File: config.mk
export PLATFORM = sky130hd
export DESIGN_NAME = timer_bank
export DESIGN_NICKNAME = d
export VERILOG_FILES = /design/src/rtl/timer_bank.sv
export SDC_FILE = /design/constraint.sdc
export NUM_CORES = 1
export LEC_CHECK = 0
export ABC_AREA = 0
export CAP_MARGIN = 0
export CORE_MARGIN = 2
export CORE_UTILIZATION = 35
export DETAILED_ROUTE_END_ITERATION = 6
export PLACE_DENSITY = 0.68
export SKIP_LAST_GASP = 1
export SLEW_MARGIN = 25
export SYNTH_ARGS = -nofsm -noshare
export SYNTH_HDL_FRONTEND = slang
export SYNTH_SLANG_ARGS = --single-unit
File: constraint.sdc
create_clock -name clk -period 2.2 [get_ports clk]
set_input_delay 0.33 -clock clk [delete_from_list [all_inputs] [get_ports clk]]
set_output_delay 0.33 -clock clk [all_outputs]
set_load 0.05 [all_outputs]
File: src/rtl/timer_bank.sv
`default_nettype none
// ============================================================================
// Module      : timer_bank
// Description : Bank of independent down-counting timers with one-shot or
//               auto-reload modes, freeze, cancel and near-expiry flicker.
// Revision    : 1.0 - initial release
// ============================================================================
module timer_bank #(
    parameter int unsigned NUM_CH    = 4,
    parameter int unsigned LEN_W     = 8,
    parameter int unsigned FLICK_LEN = 3
) (
    input  logic                      clk,
    input  logic                      reset,
    input  logic [NUM_CH-1:0]         t_start,
    input  logic [NUM_CH*LEN_W-1:0]   t_length,
    input  logic [NUM_CH-1:0]         t_freeze,
    input  logic [NUM_CH-1:0]         t_periodic,
    input  logic [NUM_CH-1:0]         t_cancel,
    output logic [NUM_CH-1:0]         t_busy,
    output logic [NUM_CH-1:0]         t_flicker,
    output logic [NUM_CH-1:0]         t_done,
    output logic [NUM_CH*LEN_W-1:0]   t_remaining
);

    localparam logic [1:0]       c_ST_IDLE   = 2'd0;
    localparam logic [1:0]       c_ST_RUN    = 2'd1;
    localparam logic [1:0]       c_ST_FROZEN = 2'd2;
    localparam logic [LEN_W-1:0] c_ONE       = LEN_W'(1);

    for (genvar i = 0; i < NUM_CH; i++) begin : g_ch
        logic [1:0]       r_state_q, w_state_d;
        logic [LEN_W-1:0] r_count_q, w_count_d;
        logic [LEN_W-1:0] r_len_q,   w_len_d;
        logic             r_per_q,   w_per_d;
        logic             r_done_q,  w_done_d;
        logic [LEN_W-1:0] w_len_in;
        logic             w_busy;
        logic             w_flicker;

        assign w_len_in = t_length[i*LEN_W +: LEN_W];

        always_ff @(posedge clk) begin
            if (reset) begin
                r_state_q <= c_ST_IDLE;
                r_count_q <= '0;
                r_len_q   <= '0;
                r_per_q   <= 1'b0;
                r_done_q  <= 1'b0;
            end else begin
                r_state_q <= w_state_d;
                r_count_q <= w_count_d;
                r_len_q   <= w_len_d;
                r_per_q   <= w_per_d;
                r_done_q  <= w_done_d;
            end
        end

        // Priority: cancel beats start, start beats freeze/count.
        always_comb begin
            w_state_d = r_state_q;
            w_count_d = r_count_q;
            w_len_d   = r_len_q;
            w_per_d   = r_per_q;
            w_done_d  = 1'b0;
            if (t_cancel[i]) begin
                w_state_d = c_ST_IDLE;
                w_count_d = '0;
            end else if (t_start[i]) begin
                w_len_d = w_len_in;
                w_per_d = t_periodic[i];
                if (w_len_in == '0) begin
                    w_state_d = c_ST_IDLE;
                    w_count_d = '0;
                    w_done_d  = 1'b1;
                end else begin
                    w_count_d = w_len_in;
                    w_state_d = t_freeze[i] ? c_ST_FROZEN : c_ST_RUN;
                end
            end else begin
                case (r_state_q)
                    c_ST_IDLE: begin
                    end
                    c_ST_RUN: begin
                        if (t_freeze[i]) begin
                            w_state_d = c_ST_FROZEN;
                        end else if (r_count_q == c_ONE) begin
                            w_done_d = 1'b1;
                            if (r_per_q) begin
                                w_count_d = r_len_q;
                            end else begin
                                w_count_d = '0;
                                w_state_d = c_ST_IDLE;
                            end
                        end else begin
                            w_count_d = r_count_q - c_ONE;
                        end
                    end
                    c_ST_FROZEN: begin
                        // Leaving FROZEN costs one edge with no decrement.
                        if (!t_freeze[i]) begin
                            w_state_d = c_ST_RUN;
                        end
                    end
                    default: begin
                        w_state_d = c_ST_IDLE;
                        w_count_d = '0;
                    end
                endcase
            end
        end

        always_comb begin
            w_busy    = (r_state_q == c_ST_RUN) || (r_state_q == c_ST_FROZEN);
            w_flicker = w_busy && (32'(r_count_q) <= 32'(FLICK_LEN)) && r_count_q[0];
        end

        assign t_busy[i]                     = w_busy;
        assign t_flicker[i]                  = w_flicker;
        assign t_done[i]                     = r_done_q;
        assign t_remaining[i*LEN_W +: LEN_W] = r_count_q;
    end

endmodule
`default_nettype wire

==> flow_summary.toml <==
[clock_tree]
cts.root.buffer_cell = "clkbuf_16"
h-tree-depth = 3
cts.sinks = 80
clockBufferDepth = 2
cts_made_buffers = 9
cts_tree = "built"
holdBufCountCts = 0
insertion_delay_ns = 0.34
path_clk_slew_ns = 0.06

[yosys]
ys_seq_area_frac = 0.326
async_reset_ff_frac = 0
synthCells = 650
synthSimpleGateAreaFrac = 0.251
synthMuxAreaShare = 0.0267
synth.distinct_cells = 66
synth-main-ff-cell = "dfxtp_1"
synth-compound-area-share = 0.264
yosysTopAreaCellShare = 0.326
synth-xor-area-share = 0.0107
ys.warnings.count = 0
yosys.area.top_type = "dfxtp_1"
synth_top_family_by_area = "compound AO/OA/AOI/OAI gates"
synth_area_per_cell_um2 = 7.57
syn_area_um2 = 4920
synth-edff-count = 0
yosys_register_bits = 80
synth_adder_area_share = 0.0509
synthTopCellsByArea = "dfxtp_1, nand2_1, a21oi_1"
synth_nets = 720

[drt]
drc_errors = 0
routed_wl_um = 14000
dr_total_vias = 5106
drt_first_pass_iters = 5
drt-initial-drc-count = 529
post_drt_wl_per_cell_um = 15.0
drt-vias-per-instance = 5.47
ant_nets = 0

[place]
gp_congestion = 0.962
numPortBuffers = 93
place_ws_ns = 0.221
dp_hpwl_um = 10200
postPlaceCellArea_um2 = 6170

[worst_setup_path]
worstPathArrival_ns = 1.82
worstSetupEndpointType = "output pin"
path_max_fanout = 8
criticalPathCategory = "flip-flop to output pin"
crit_required_ns = 1.87
cp-start-kind = "flip-flop"

[floorplanning]
die_h_um = 123
chipWidth_um = 123
die_area_um2 = 15000
num_rows = 43
io-pin-count = 94
initial_core_util = 0.356
core_um2 = 13800

[global_route]
grt_usage = 0.192
grt_overflow = 0
grt_pass1_wl_um = 23200
grt_max_degree = 17
antenna_found_initial = 0
grt_pass1_vias = 4821

[layout]
areaGrowthSynthToFinish_pct = 32.2
antenna_cells = 0
drive_gt1_frac = 0.122
regArea_um2 = 1600
fillers = 1390
design_area_um2 = 6500
multi_input_area_um2 = 3000
finalNetCount = 818

[power_and_ir_drop]
powerDensity_nw_per_um2 = 585
leakagePower_nw = 2.36
ir_drop_mv = 0.294

[sta]
skew_ns = 0.00646
hold_viol = 0
rsz0062_at_grt = "yes"
period_minus_slack_ns = 2.15
worstMarginPinSlew_ns = 0.515
min_period_over_period = 0.978
layout_setup_ws_ns = 0.0478
setup_viol = 0
slew_violations = 0
relSlewSlack = 0.654
fmax_ghz = 0.465

[min_path]
worstHoldPathType = "flip-flop to flip-flop"

[run]
cap_violations = 0

[outcome]
status = "complete, no violations"
==> worst paths after layout <==
check                                     from                                 to  slack [ns]  depth (start not counted)
min reg2reg    g_ch[2].r_len_q[1]$_SDFFE_PP0P_    g_ch[2].r_len_q[1]$_SDFFE_PP0P_        0.45                          2
max reg2reg  g_ch[1].r_count_q[3]$_SDFFE_PP0P_  g_ch[1].r_count_q[2]$_SDFFE_PP0P_        0.21                          5
min            g_ch[2].r_len_q[1]$_SDFFE_PP0P_    g_ch[2].r_len_q[1]$_SDFFE_PP0P_        0.45                          2
max          g_ch[2].r_count_q[3]$_SDFFE_PP0P_                       t_flicker[2]        0.05                          4
==> stage by stage <==
stage | setup TNS, ns | util | power (W) | hold WS, ns | std cells
floorplan | 0 | - | 0.00206 | 0.433 | 650
global placement | 0 | 0.446 | 0.00236 | 0.442 | 915
detailed placement | 0 | 0.446 | 0.00236 | 0.447 | 915
CTS | 0 | 0.468 | 0.00382 | 0.455 | 931
global route | -0.00909 | 0.470 | 0.00397 | 0.479 | 933
finish | 0 | 0.470 | 0.00380 | 0.454 | 933
==> layout by cell type (no fill, tap or decap), drive strengths merged, types with 5 or more instances in the layout <==
| cell | Yosys | final |
|---|---|---|
| a21boi | 5 | 5 |
| a21oi | 73 | 73 |
| a22o | 13 | 13 |
| a31oi | 16 | 16 |
| and3 | 5 | 5 |
| buf | 19 | 51 |
| clkbuf | 31 | 13 |
| clkdlybuf4s50 | 0 | 84 |
| dfxtp | 80 | 80 |
| ha | 20 | 20 |
| inv | 23 | 23 |
| mux2i | 12 | 12 |
| nand2 | 131 | 131 |
| nand2b | 9 | 9 |
| nand3 | 14 | 14 |
| nor2 | 18 | 18 |
| nor2b | 8 | 8 |
| nor3 | 17 | 17 |
| nor3b | 8 | 8 |
| nor4 | 13 | 13 |
| o211ai | 6 | 6 |
| o21ai | 48 | 48 |
| o31ai | 9 | 9 |
| or2 | 6 | 6 |
| or3 | 8 | 8 |
| or4 | 5 | 5 |
==> registers in the layout, summed over array words and instances, names as in the netlist <==
| name | flops |
|---|---|
| g_ch.r_done_q | 4 |
| g_ch.r_state_q | 8 |
| g_ch.r_count_q | 32 |
| g_ch.r_per_q | 4 |
| g_ch.r_len_q | 32 |
==> critical path, cell delays in order (launching register included) <==
cell and delay [ns]:
dfxtp_1 0.37, or4_4 0.56, nor3_4 0.17, and3_1 0.23, buf_12 0.14
==> final cells by class <==
type | count | area share
Inverter | 24 | 0.0139
Clock buffer | 13 | 0.0416
Clock inverter | 3 | 0.00231
Tap cell | 180 | 0.0346
Timing Repair Buffer | 137 | 0.199
Sequential cell | 80 | 0.247
Multi-Input combinational cell | 496 | 0.462
==> synth_stat cells, types with 6 or more instances <==
| cell | number |
|---|---|
| dfxtp_1 | 80 |
| nor4_1 | 12 |
| nand3_1 | 14 |
| a21oi_1 | 72 |
| ha_1 | 20 |
| a22o_1 | 13 |
| or3_1 | 8 |
| a31oi_1 | 16 |
| nor3_1 | 16 |
| nor2_1 | 18 |
| buf_4 | 12 |
| mux2i_1 | 12 |
| nor2b_1 | 8 |
| clkbuf_1 | 31 |
| o31ai_1 | 9 |
| nand2_1 | 131 |
| or2_2 | 6 |
| nand2b_1 | 9 |
| nor3b_1 | 7 |
| o21ai_0 | 48 |
| inv_1 | 23 |
| o211ai_1 | 6 |
==> cell families (layout without fill, tap and decap cells) <==
logic type,Yosys count,after routing
AO/OA/AOI/OAI,205,205
XOR/XNOR,6,6
adder cells (fa/ha/maj),20,20
buffers and inverters,74,177
flip-flops,80,80
multiplexers,13,13
AND/OR/NAND/NOR,252,252
==> metal layers <==
metal | vias up | routed length [um] | track usage
met5 | - | 0 | 0
met4 | 0 | 266 | 0.0747
met3 | 27 | 773 | 0.0270
met2 | 202 | 6570 | 0.314
met1 | 2350 | 6410 | 0.255
li1 | 2527 | - | -
==> report_power, final <==
group          leakage, nW  internal [W]  total (W)  switching, W
registers            0.654       0.00151    0.00157     0.0000647
clock network        0.145      0.000852    0.00145      0.000599
logic                 1.56      0.000340   0.000780      0.000440
==> repair_timing <==
action                                  CTS  global route
endpoints found under the setup margin    4             4
cloned                                    0             0
gates resized for setup                   4             5
hold endpoints to repair                  0             0
pin swaps                                 0             2
setup buffers                             0             2
No activity file was read; power rests on OpenSTA's default activity.
